[config.mk]
export PLATFORM = sky130hd
export DESIGN_NAME = push_conditioner
export DESIGN_NICKNAME = d
export VERILOG_FILES = /design/src/rtl/push_conditioner_pkg.sv /design/src/rtl/push_channel.sv /design/src/rtl/push_conditioner.sv
export SDC_FILE = /design/constraint.sdc
export NUM_CORES = 1
export LEC_CHECK = 0
export CAP_MARGIN = 20
export CORE_UTILIZATION = 63
export CTS_CLUSTER_DIAMETER = 200
export CTS_CLUSTER_SIZE = 12
export DETAILED_ROUTE_END_ITERATION = 12
export DONT_BUFFER_PORTS = 1
export PLACE_DENSITY = 0.78
export SYNTH_ARGS = -nofsm -noshare
export SYNTH_HDL_FRONTEND = slang
export SYNTH_SLANG_ARGS = --single-unit
[constraint.sdc]
create_clock -name clk -period 5.7 [get_ports clk]
set_clock_uncertainty 0.05 [all_clocks]
set_input_delay 0.57 -clock clk [delete_from_list [all_inputs] [get_ports clk]]
set_output_delay 0.57 -clock clk [all_outputs]
set_load 0.01 [all_outputs]
[src/rtl/push_conditioner_pkg.sv]
// Shared constants and types for the push-button conditioning path.
// Cycle counts assume a 100 MHz system clock.
package push_conditioner_pkg;

  localparam int BTN_U = 0;
  localparam int BTN_D = 1;
  localparam int BTN_L = 2;
  localparam int BTN_R = 3;
  localparam int BTN_M = 4;

  localparam int N_BTN_DEF           = 5;
  localparam int DEBOUNCE_CYCLES_DEF = 1000000;
  localparam int HOLD_CYCLES_DEF     = 50000000;
  localparam int REPEAT_CYCLES_DEF   = 10000000;
  localparam logic [4:0] REPEAT_MASK_DEF = (5'b00001 << BTN_U) | (5'b00001 << BTN_D);

  typedef struct packed {
    logic level;
    logic press;
    logic rel;
    logic rpt;
  } btn_evt_t;

  // Counter width able to hold n-1, never narrower than one bit.
  function automatic int cnt_width(input int n);
    int w;
    w = $clog2(n);
    if (w < 1) begin
      w = 1;
    end else begin
      w = w;
    end
    return w;
  endfunction

  function automatic int max_int(input int a, input int b);
    return (a > b) ? a : b;
  endfunction

endpackage

[src/rtl/push_channel.sv]
// One button: 2-FF synchroniser, debounce filter, press/release pulses and
// optional auto-repeat pulse train while the debounced level is held high.
module push_channel
  import push_conditioner_pkg::*;
#(
  parameter int DEBOUNCE_CYCLES = DEBOUNCE_CYCLES_DEF,
  parameter int HOLD_CYCLES     = HOLD_CYCLES_DEF,
  parameter int REPEAT_CYCLES   = REPEAT_CYCLES_DEF,
  parameter bit REPEAT_EN       = 1'b1
) (
  input  logic clk,
  input  logic reset,
  input  logic push,
  output logic btn_level,
  output logic btn_press,
  output logic btn_release,
  output logic btn_repeat
);

  localparam int DB_W = cnt_width(DEBOUNCE_CYCLES);
  localparam int HR_W = cnt_width(max_int(HOLD_CYCLES, REPEAT_CYCLES));
  localparam logic [DB_W-1:0] DB_LAST   = DB_W'(DEBOUNCE_CYCLES - 1);
  localparam logic [HR_W-1:0] HOLD_LAST = HR_W'(HOLD_CYCLES - 1);
  localparam logic [HR_W-1:0] RPT_LAST  = HR_W'(REPEAT_CYCLES - 1);

  logic            sync1_r;
  logic            sync2_r;
  logic [DB_W-1:0] db_cnt_r;
  logic [HR_W-1:0] hold_cnt_r;
  logic            rpt_phase_r;

  logic            differ_s;
  logic            toggle_s;
  logic            level_next_s;
  logic [HR_W-1:0] hold_term_s;
  logic            fire_s;

  assign differ_s     = sync2_r ^ btn_level;
  assign toggle_s     = differ_s && (db_cnt_r == DB_LAST);
  assign level_next_s = btn_level ^ toggle_s;
  // Hold window until the first repeat, then the shorter repeat period.
  assign hold_term_s  = rpt_phase_r ? RPT_LAST : HOLD_LAST;
  assign fire_s       = REPEAT_EN && btn_level && !toggle_s && (hold_cnt_r == hold_term_s);

  // Synchroniser, debounce counter and registered level/edge outputs.
  always_ff @(posedge clk) begin
    if (reset) begin
      sync1_r     <= 1'b0;
      sync2_r     <= 1'b0;
      db_cnt_r    <= '0;
      btn_level   <= 1'b0;
      btn_press   <= 1'b0;
      btn_release <= 1'b0;
    end else begin
      sync1_r     <= push;
      sync2_r     <= sync1_r;
      if (toggle_s || !differ_s) begin
        db_cnt_r <= '0;
      end else begin
        db_cnt_r <= db_cnt_r + DB_W'(1);
      end
      btn_level   <= level_next_s;
      btn_press   <= toggle_s && !btn_level;
      btn_release <= toggle_s && btn_level;
    end
  end

  // Hold/repeat counter; restarts on press, clears on release, reloads on each pulse.
  always_ff @(posedge clk) begin
    if (reset) begin
      hold_cnt_r  <= '0;
      rpt_phase_r <= 1'b0;
      btn_repeat  <= 1'b0;
    end else begin
      btn_repeat <= fire_s;
      if (!REPEAT_EN || !level_next_s || toggle_s) begin
        hold_cnt_r  <= '0;
        rpt_phase_r <= 1'b0;
      end else if (fire_s) begin
        hold_cnt_r  <= '0;
        rpt_phase_r <= 1'b1;
      end else if (hold_cnt_r != hold_term_s) begin
        hold_cnt_r  <= hold_cnt_r + HR_W'(1);
        rpt_phase_r <= rpt_phase_r;
      end else begin
        hold_cnt_r  <= hold_cnt_r;
        rpt_phase_r <= rpt_phase_r;
      end
    end
  end

endmodule

[src/rtl/push_conditioner.sv]
// Conditions the raw push buttons into debounced levels and single-cycle
// press/release/repeat events; one independent channel per button.
module push_conditioner
  import push_conditioner_pkg::*;
#(
  parameter int N_BTN           = N_BTN_DEF,
  parameter int DEBOUNCE_CYCLES = DEBOUNCE_CYCLES_DEF,
  parameter int HOLD_CYCLES     = HOLD_CYCLES_DEF,
  parameter int REPEAT_CYCLES   = REPEAT_CYCLES_DEF,
  parameter logic [N_BTN-1:0] REPEAT_MASK = N_BTN'(REPEAT_MASK_DEF)
) (
  input  logic             clk,
  input  logic             reset,
  input  logic [N_BTN-1:0] push,
  output logic [N_BTN-1:0] btn_level,
  output logic [N_BTN-1:0] btn_press,
  output logic [N_BTN-1:0] btn_release,
  output logic [N_BTN-1:0] btn_repeat,
  output logic             any_press
);

  btn_evt_t evt_s [N_BTN];

  genvar g;
  generate
    for (g = 0; g < N_BTN; g++) begin : g_chan
      push_channel #(
        .DEBOUNCE_CYCLES (DEBOUNCE_CYCLES),
        .HOLD_CYCLES     (HOLD_CYCLES),
        .REPEAT_CYCLES   (REPEAT_CYCLES),
        .REPEAT_EN       (REPEAT_MASK[g])
      ) u_chan (
        .clk         (clk),
        .reset       (reset),
        .push        (push[g]),
        .btn_level   (evt_s[g].level),
        .btn_press   (evt_s[g].press),
        .btn_release (evt_s[g].rel),
        .btn_repeat  (evt_s[g].rpt)
      );
      assign btn_level[g]   = evt_s[g].level;
      assign btn_press[g]   = evt_s[g].press;
      assign btn_release[g] = evt_s[g].rel;
      assign btn_repeat[g]  = evt_s[g].rpt;
    end
  endgenerate

  // OR of registered press flops, so it shares their timing.
  assign any_press = |btn_press;

endmodule

==> results of run 1 <==
==> synthesized netlist by cell type, drive strengths merged, types with 3 or more instances <==
cell type	count
dfxtp	181
xor2	42
nand2b	7
or3	28
a211oi	24
clkbuf	20
nor3b	5
nor2	80
nor2b	13
and4	15
and2	8
o21ai	37
buf	34
and3	26
nor4b	8
xnor2	45
inv	17
nand3	53
nor4bb	3
nor3	43
nand4	43
or4b	5
ha	7
nor4	16
o31ai	25
or4	35
a21oi	38
nand2	50
==> final timing paths <==
kind | endpoint | slack [ns] | depth (start not counted)
max | g_chan[0].u_chan.hold_cnt_r[19] | 3.23 | 5
min | flip-flop | 0.16 | 1
max reg2reg | g_chan[0].u_chan.hold_cnt_r[19] | 3.23 | 5
min reg2reg | g_chan[2].u_chan.db_cnt_r[0] | 0.39 | 1
==> flip-flops by register name, indices dropped and copies added (netlist names), named ones only <==
signal                     count
g_chan.u_chan.rpt_phase_r      2
g_chan.u_chan.sync2_r          5
g_chan.u_chan.btn_repeat       2
g_chan.u_chan.sync1_r          5
g_chan.u_chan.db_cnt_r       100
g_chan.u_chan.hold_cnt_r      52
g_chan.u_chan.btn_release      5
g_chan.u_chan.btn_press        5
==> cell type report <==
type	instances	area [um2]	area share (%)
clock inverters	8	98.8	1.11
clock buffers	24	482	5.42
flip-flops and latches	181	3620	40.8
multi-input cells	680	4340	48.8
well taps	172	215	2.42
inverters	17	63.8	0.719
repair buffers	6	60.1	0.676
==> worst reg2reg max path: stages, from the launching register on <==
cell and delay (ns):
dfxtp_1 0.35, or3b_1 0.41, or4b_4 0.57, o311ai_4 0.62
buf_6 0.26, a211oi_1 0.07
==> placed cells by master (no fill, tap or decap), drive strengths merged, types with 3 or more instances in the layout <==
cell and instances:
dfxtp 181, nor2 80, nand3 53, nand2 50
xnor2 45, nor3 43, nand4 43, xor2 42
a21oi 38, o21ai 37, or4 35, or3 28
and3 26, o31ai 25, a211oi 24, clkbuf 24
inv 17, nor4 16, and4 15, nor2b 13
and2 8, nor4b 8, nand2b 7, ha 7
buf 6, nor3b 5, or4b 5, clkinv 4
nor4bb 3, conb 3
==> power by group <==
part	total, W	internal (W)	leakage [nW]	switching (W)
Combinational	0.0000138	0.00000455	0.826	0.00000927
Clock	0.00115	0.000679	0.280	0.000467
Sequential	0.00127	0.00127	1.46	0.00000340
Total	0.00243	0.00195	2.57	0.000479
==> per-stage QoR <==
stage	instance area [um2]	total power, W	hold slack (ns)	instances
after CTS	8850	0.00245	0.147	1085
after floorplan	8350	0.00131	0.363	932
final	8880	0.00243	0.164	1088
after global placement	8250	0.00131	0.374	1052
after detailed placement	8270	0.00131	0.389	1053
after global routing	8880	0.00251	0.142	1088
==> per-layer routing <==
metal / GRT usage [%] / part of all wire (%) / vias to the layer above
met5: 0 / 0 / -
met4: 9.54 / 0.96 / 0
met3: 6.49 / 4.2 / 19
met2: 43.6 / 49 / 135
met1: 31.8 / 46 / 3251
li1: - / - / 3337
==> cells by family (layout without fill, tap and decap cells) <==
logic type,Yosys count,in the layout,share of synthesized area [%]
AND/OR/NAND/NOR,451,451,30.9
flip-flops,181,181,43.4
AO/OA/AOI/OAI,132,132,10.7
XOR/XNOR,87,87,9.14
buffers and inverters,71,55,4.77
adder cells (fa/ha/maj),7,7,1.05
other,1,3,0.0450
==> metrics.md, run 1 <==
| Metric | Value |
|---|---|
| Status | `finished clean` |
| Mean area per synthesized cell | `8.97 um2` |
| Worst-path clk slew | `0.06 ns` |
| Final cycle utilization of the critical path | `43.3%` |
| Worst Hold Class | `in -> reg` |
| # fillers | `994` |
| CTS root buf | `clkbuf_16` |
| Clock sink count | `181` |
| Die H | `117 um` |
| Fin. max-slew vios | `0` |
| Leakage | `2.57 nW` |
| Fin crit period | `2.47 ns` |
| CP Cell Sequence | `or3b_1 -> or4b_4 -> o311ai_4 -> buf_6 -> a211oi_1` |
| Drt drc | `0` |
| Critical R2R Launch | `g_chan[0].u_chan.db_cnt_r[8]` |
| DRT antenna net count | `0` |
| Slowest CP cell | `o311ai_4` |
| Slew HR | `47.4%` |
| Fmax | `405 MHz` |
| Die area | `13700 um2` |
| HP Start | `reset` |
| Die width | `117 um` |
| Crit path buf inv count | `1` |
| CTS tree | `yes` |
| Worst slew pin tran | `0.789 ns` |
| Core area | `12800 um2` |
| Critical Path Fanout Max | `15` |
| Share of cells above drive strength 1 | `6.11%` |
| Number of CTS-inserted buffers | `17` |
| Setup violators final | `0` |
| Clock buffer depth | `2` |
| Top FF cell, synth | `dfxtp_1` |
| Sequential fraction of the synthesis area | `43.4%` |
| Post-CTS sizing | `0` |
| Hold Buf Count CTS | `0` |
| Gpl congestion | `0.881` |
| Yosys warning count | `0` |
| GRT Residual Overflow | `0` |
| Yosys cell types | `56` |
| Nature of the critical path endpoint | `flip-flop` |
| Final setup TNS | `0 ns` |
| PD cells | `274 nW/um2` |
| IO Pins | `28` |
| Post-synth EDFFs | `0` |
| Vias per Instance | `6.20` |
| Mean routed wirelength per cell | `15.4 um` |
| WP data arrival | `2.69 ns` |
| # rows | `41` |
| Dominant cells by area after synthesis | `dfxtp_1 (43%), xnor2_1 (4.7%), xor2_1 (4.4%), nor2_1 (3.6%), nand4_1 (3.2%)` |
| Finished Core Util | `69.5%` |
| Initial antenna violation count | `0` |
| # diodes | `0` |
| Drt pass-1 iters | `5` |
| Largest net degree at the start of global routing | `33` |
| Port bufs | `0` |
| Worst setup startpoint | `g_chan[0].u_chan.db_cnt_r[8]` |
| Syn-to-layout area delta | `6.47%` |
| Layout Nets | `917` |
| Setup crit start kind | `flip-flop` |
| Post-route setup slack | `3.23 ns` |
| WL final | `16700 um` |
| Initial drt markers | `534` |
| Fraction of registers with async set/reset | `0%` |
| Critical path class | `reg -> reg` |
| Worst skew pair latency | `0.42 ns` |
| Cell family with most CP delay | `simple AND/OR/NAND/NOR gates` |
| GRT Util Overall | `25.8%` |
| Post-synth top area cell | `dfxtp_1` |
| Number of global-route vias before repair | `6351` |
| Synthesized area | `8340 um2` |
| Max cap viols | `0` |
| Register bit total from synthesis | `181` |
| Synth top area share | `43.4%` |
| Post-placement worst setup slack | `3.06 ns` |
| CTS H-tree lvls | `4` |
| Crit path largest cell delay | `0.62 ns` |
| Mapped Cells | `930` |
| Hpwl dp | `11400 um` |
| Post-CTS Setup Inserts | `0` |
| CP required | `5.93 ns` |
| Total number of vias | `6742` |
| First-pass GRT wire length | `28100 um` |
| Final count of hold timing violations | `0` |
| RSZ-0062 raised after global routing | `false` |
| IR drop worst, VDD | `0.224 mV` |
| Initial Util | `65.3%` |
No activity file was read; power rests on OpenSTA's default activity.
==> run 2, diff against run 1 <==
==> constraint.sdc (replaced) <==
create_clock -name clk -period 2.5 [get_ports clk]
set_clock_uncertainty 0.05 [all_clocks]
set_input_delay 0.25 -clock clk [delete_from_list [all_inputs] [get_ports clk]]
set_output_delay 0.25 -clock clk [all_outputs]
set_load 0.01 [all_outputs]
==> run 2 against run 1 <==
Compared with the run above:
- die area unchanged
- utilization is 1.5 points higher
- final cell count increased by 1.9%
- highest routed layer unchanged
- via count rose by 1.6%
- non-clock buffer count grew 21
- sequential share of layout area is 0.88 points lower
==> metrics.md, run 2 (synthesis results as in run 1) <==
| Metric | Value |
|---|---|
| # fillers | `993 (was 994)` |
| CP dominant cell by count | `or4_1` |
| Drt pass-1 iters | `5 (unchanged)` |
| CTS root buf | `clkbuf_16 (unchanged)` |
| Share of cells above drive strength 1 | `8.00% (was 6.11%)` |
| CP Cell Sequence | `ha_1 -> nand3_1 -> or4_1 -> or4_1 -> a211oi_1 (was or3b_1 -> or4b_4 -> o311ai_4 -> buf_6 -> a211oi_1)` |
| Final cycle utilization of the critical path | `94.3% (was 43.3%)` |
| GRT Residual Overflow | `0 (unchanged)` |
| Leakage | `2.67 nW (was 2.57 nW)` |
| Post-placement worst setup slack | `0.155 ns (was 3.06 ns)` |
| Total number of vias | `6851 (was 6742)` |
| # rows | `41 (unchanged)` |
| Most frequent cells in the layout | `dfxtp_1 (181), nor2_1 (80), nand3_1 (52) (unchanged)` |
| Fmax | `424 MHz (was 405 MHz)` |
| CP required | `2.79 ns (was 5.93 ns)` |
| Clock sink count | `181 (unchanged)` |
| Multi-input logic area | `4340 um2 (unchanged)` |
| Mean routed wirelength per cell | `15.6 um (was 15.4 um)` |
| Fin. max-slew vios | `0 (unchanged)` |
| Initial antenna violation count | `0 (unchanged)` |
| PD cells | `620 nW/um2 (was 274 nW/um2)` |
| Worst Hold Path EP | `g_chan[0].u_chan.db_cnt_r[1]` |
| Critical path class | `reg -> reg (unchanged)` |
| Number of CTS-inserted buffers | `17 (unchanged)` |
| RSZ-0062 raised after global routing | `false (unchanged)` |
| Setup violators final | `0 (unchanged)` |
| Core area | `12800 um2 (unchanged)` |
| Final count of hold timing violations | `0 (unchanged)` |
| Max FFs per register | `100 (unchanged)` |
| Largest net degree at the start of global routing | `31 (was 33)` |
| Clock buffer depth | `2 (unchanged)` |
| CTS H-tree lvls | `4 (unchanged)` |
| Die width | `117 um (unchanged)` |
| Drt drc | `0 (unchanged)` |
| Critical R2R Launch | `g_chan[1].u_chan.hold_cnt_r[0] (was g_chan[0].u_chan.db_cnt_r[8])` |
| Fin cells | `1109 (was 1088)` |
| Largest regs | `g_chan.u_chan.db_cnt_r x100, g_chan.u_chan.hold_cnt_r x52 (unchanged)` |
| Max cap viols | `0 (unchanged)` |
| First-pass GRT wire length | `28900 um (was 28100 um)` |
| Register area | `3620 um2 (unchanged)` |
| Layout Nets | `938 (was 917)` |
| Number of global-route vias before repair | `6364 (was 6351)` |
| Worst Hold Class | `in -> reg (unchanged)` |
| Post-CTS sizing | `0 (unchanged)` |
| IO Pins | `28 (unchanged)` |
| WP data arrival | `2.65 ns (was 2.69 ns)` |
| Initial Util | `65.3% (unchanged)` |
| Vias per Instance | `6.18 (was 6.20)` |
| Fin crit period | `2.36 ns (was 2.47 ns)` |
| Status | `finished clean (unchanged)` |
| Syn-to-layout area delta | `8.81% (was 6.47%)` |
| Die area | `13700 um2 (unchanged)` |
| Port bufs | `0 (unchanged)` |
| IR drop worst, VDD | `0.490 mV (was 0.224 mV)` |
| Critical R2R Capture | `g_chan[1].u_chan.hold_cnt_r[22] (was g_chan[0].u_chan.hold_cnt_r[19])` |
| DRT antenna net count | `0 (unchanged)` |
| Final setup TNS | `0 ns (unchanged)` |
| Finished Core Util | `71.0% (was 69.5%)` |
| Most common cell after layout, fill and taps aside | `dfxtp_1 (unchanged)` |
| Nature of the critical path endpoint | `flip-flop (unchanged)` |
| Setup crit start kind | `flip-flop (unchanged)` |
| FF-to-FF path depth | `5 (unchanged)` |
| Initial drt markers | `628 (was 534)` |
| Hpwl dp | `11900 um (was 11400 um)` |
| Critical Path Fanout Max | `12 (was 15)` |
| Die H | `117 um (unchanged)` |
| Reg with most FFs | `g_chan.u_chan.db_cnt_r (unchanged)` |
| Inst Count DP | `1070 (was 1053)` |
| Crit path largest cell delay | `0.72 ns (was 0.62 ns)` |
| Worst-path clk slew | `0.07 ns (was 0.06 ns)` |
| Worst skew pair latency | `0.43 ns (was 0.42 ns)` |
| WL final | `17300 um (was 16700 um)` |
| GRT Util Overall | `26.8% (was 25.8%)` |
| Hold path depth | `2 (was 1)` |
| CTS tree | `yes (unchanged)` |
| Slowest CP cell | `or4_1 (was o311ai_4)` |
| Gpl congestion | `0.849 (was 0.881)` |
| # diodes | `0 (unchanged)` |
| HP Start | `reset (unchanged)` |
| Flop-to-flop setup slack | `0.14 ns (was 3.23 ns)` |
| Post-route setup slack | `0.142 ns (was 3.23 ns)` |
[run 2: cell types whose count changed in the layout (fill, tap and decap cells not counted), sizes merged]
| cell | before | now |
|---|---|---|
| buf | 6 | 21 |
| clkbuf | 24 | 19 |
| clkinvlp | 2 | 3 |
| dlygate4sd3 | 0 | 6 |
| inv | 17 | 21 |
[run 2: stage by stage]
step           total power [W]  instance area, um2  hold slack (ns)
2_1_floorplan          0.00300                8350            0.328
6_report               0.00563                9070           0.0536
5_1_grt                0.00580                9070           0.0306
3_3_place_gp           0.00300                8400            0.274
3_5_place_dp           0.00300                8400            0.279
4_1_cts                0.00566                9060           0.0373
[run 2: how the worst max path moves through the flow]
stage / start / end / cells past startpoint
after floorplan: g_chan[0].u_chan.db_cnt_r[8] / g_chan[0].u_chan.hold_cnt_r[1] / 5
after global placement: g_chan[1].u_chan.hold_cnt_r[0] / g_chan[1].u_chan.hold_cnt_r[22] / 5
after detailed placement: g_chan[1].u_chan.hold_cnt_r[0] / g_chan[1].u_chan.hold_cnt_r[22] / 5
after CTS: g_chan[1].u_chan.hold_cnt_r[0] / g_chan[1].u_chan.hold_cnt_r[22] / 5
after global routing: g_chan[1].u_chan.hold_cnt_r[0] / g_chan[1].u_chan.hold_cnt_r[22] / 5
final: g_chan[1].u_chan.hold_cnt_r[0] / g_chan[1].u_chan.hold_cnt_r[22] / 5
[run 2: cell type report]
class                           instances  area share (%)
Tap cell                              172            2.37
Clock inverter                         13            1.60
Clock buffer                           19            4.99
Inverter                               17           0.703
Timing Repair Buffer                   27            2.62
Multi-Input combinational cell        680            47.8
Sequential cell                       181            39.9
[run 2: report_power, final]
group	total, W	switching (W)	internal [W]
Combinational	0.0000524	0.0000310	0.0000214
Sequential	0.00290	0.00000775	0.00289
Clock	0.00268	0.00114	0.00154
[run 2: what timing repair did]
item,in CTS,in global routing
hold buffers,6,0
buffers inserted,0,0
endpoints found under the setup margin,0,0
endpoints found under the hold margin,30,0
[run 2: critical path, delay by kind of cell, from the launching register on]
kind	cells	cell delay (ns)
AO/OA/AOI/OAI	1	0.28
AND/OR/NAND/NOR	3	1.30
adder cells (fa/ha/maj)	1	0.26
flip-flops	1	0.38
[run 2: metal layers]
layer  global-route usage [%]  routed length (um)  vias to the layer above
li1                         -                   -                     3396
met1                     32.4                7610                     3253
met4                     12.3                 391                        0
met5                        0                   0                        -
met3                     6.85                 758                       36
met2                     44.8                8510                      166
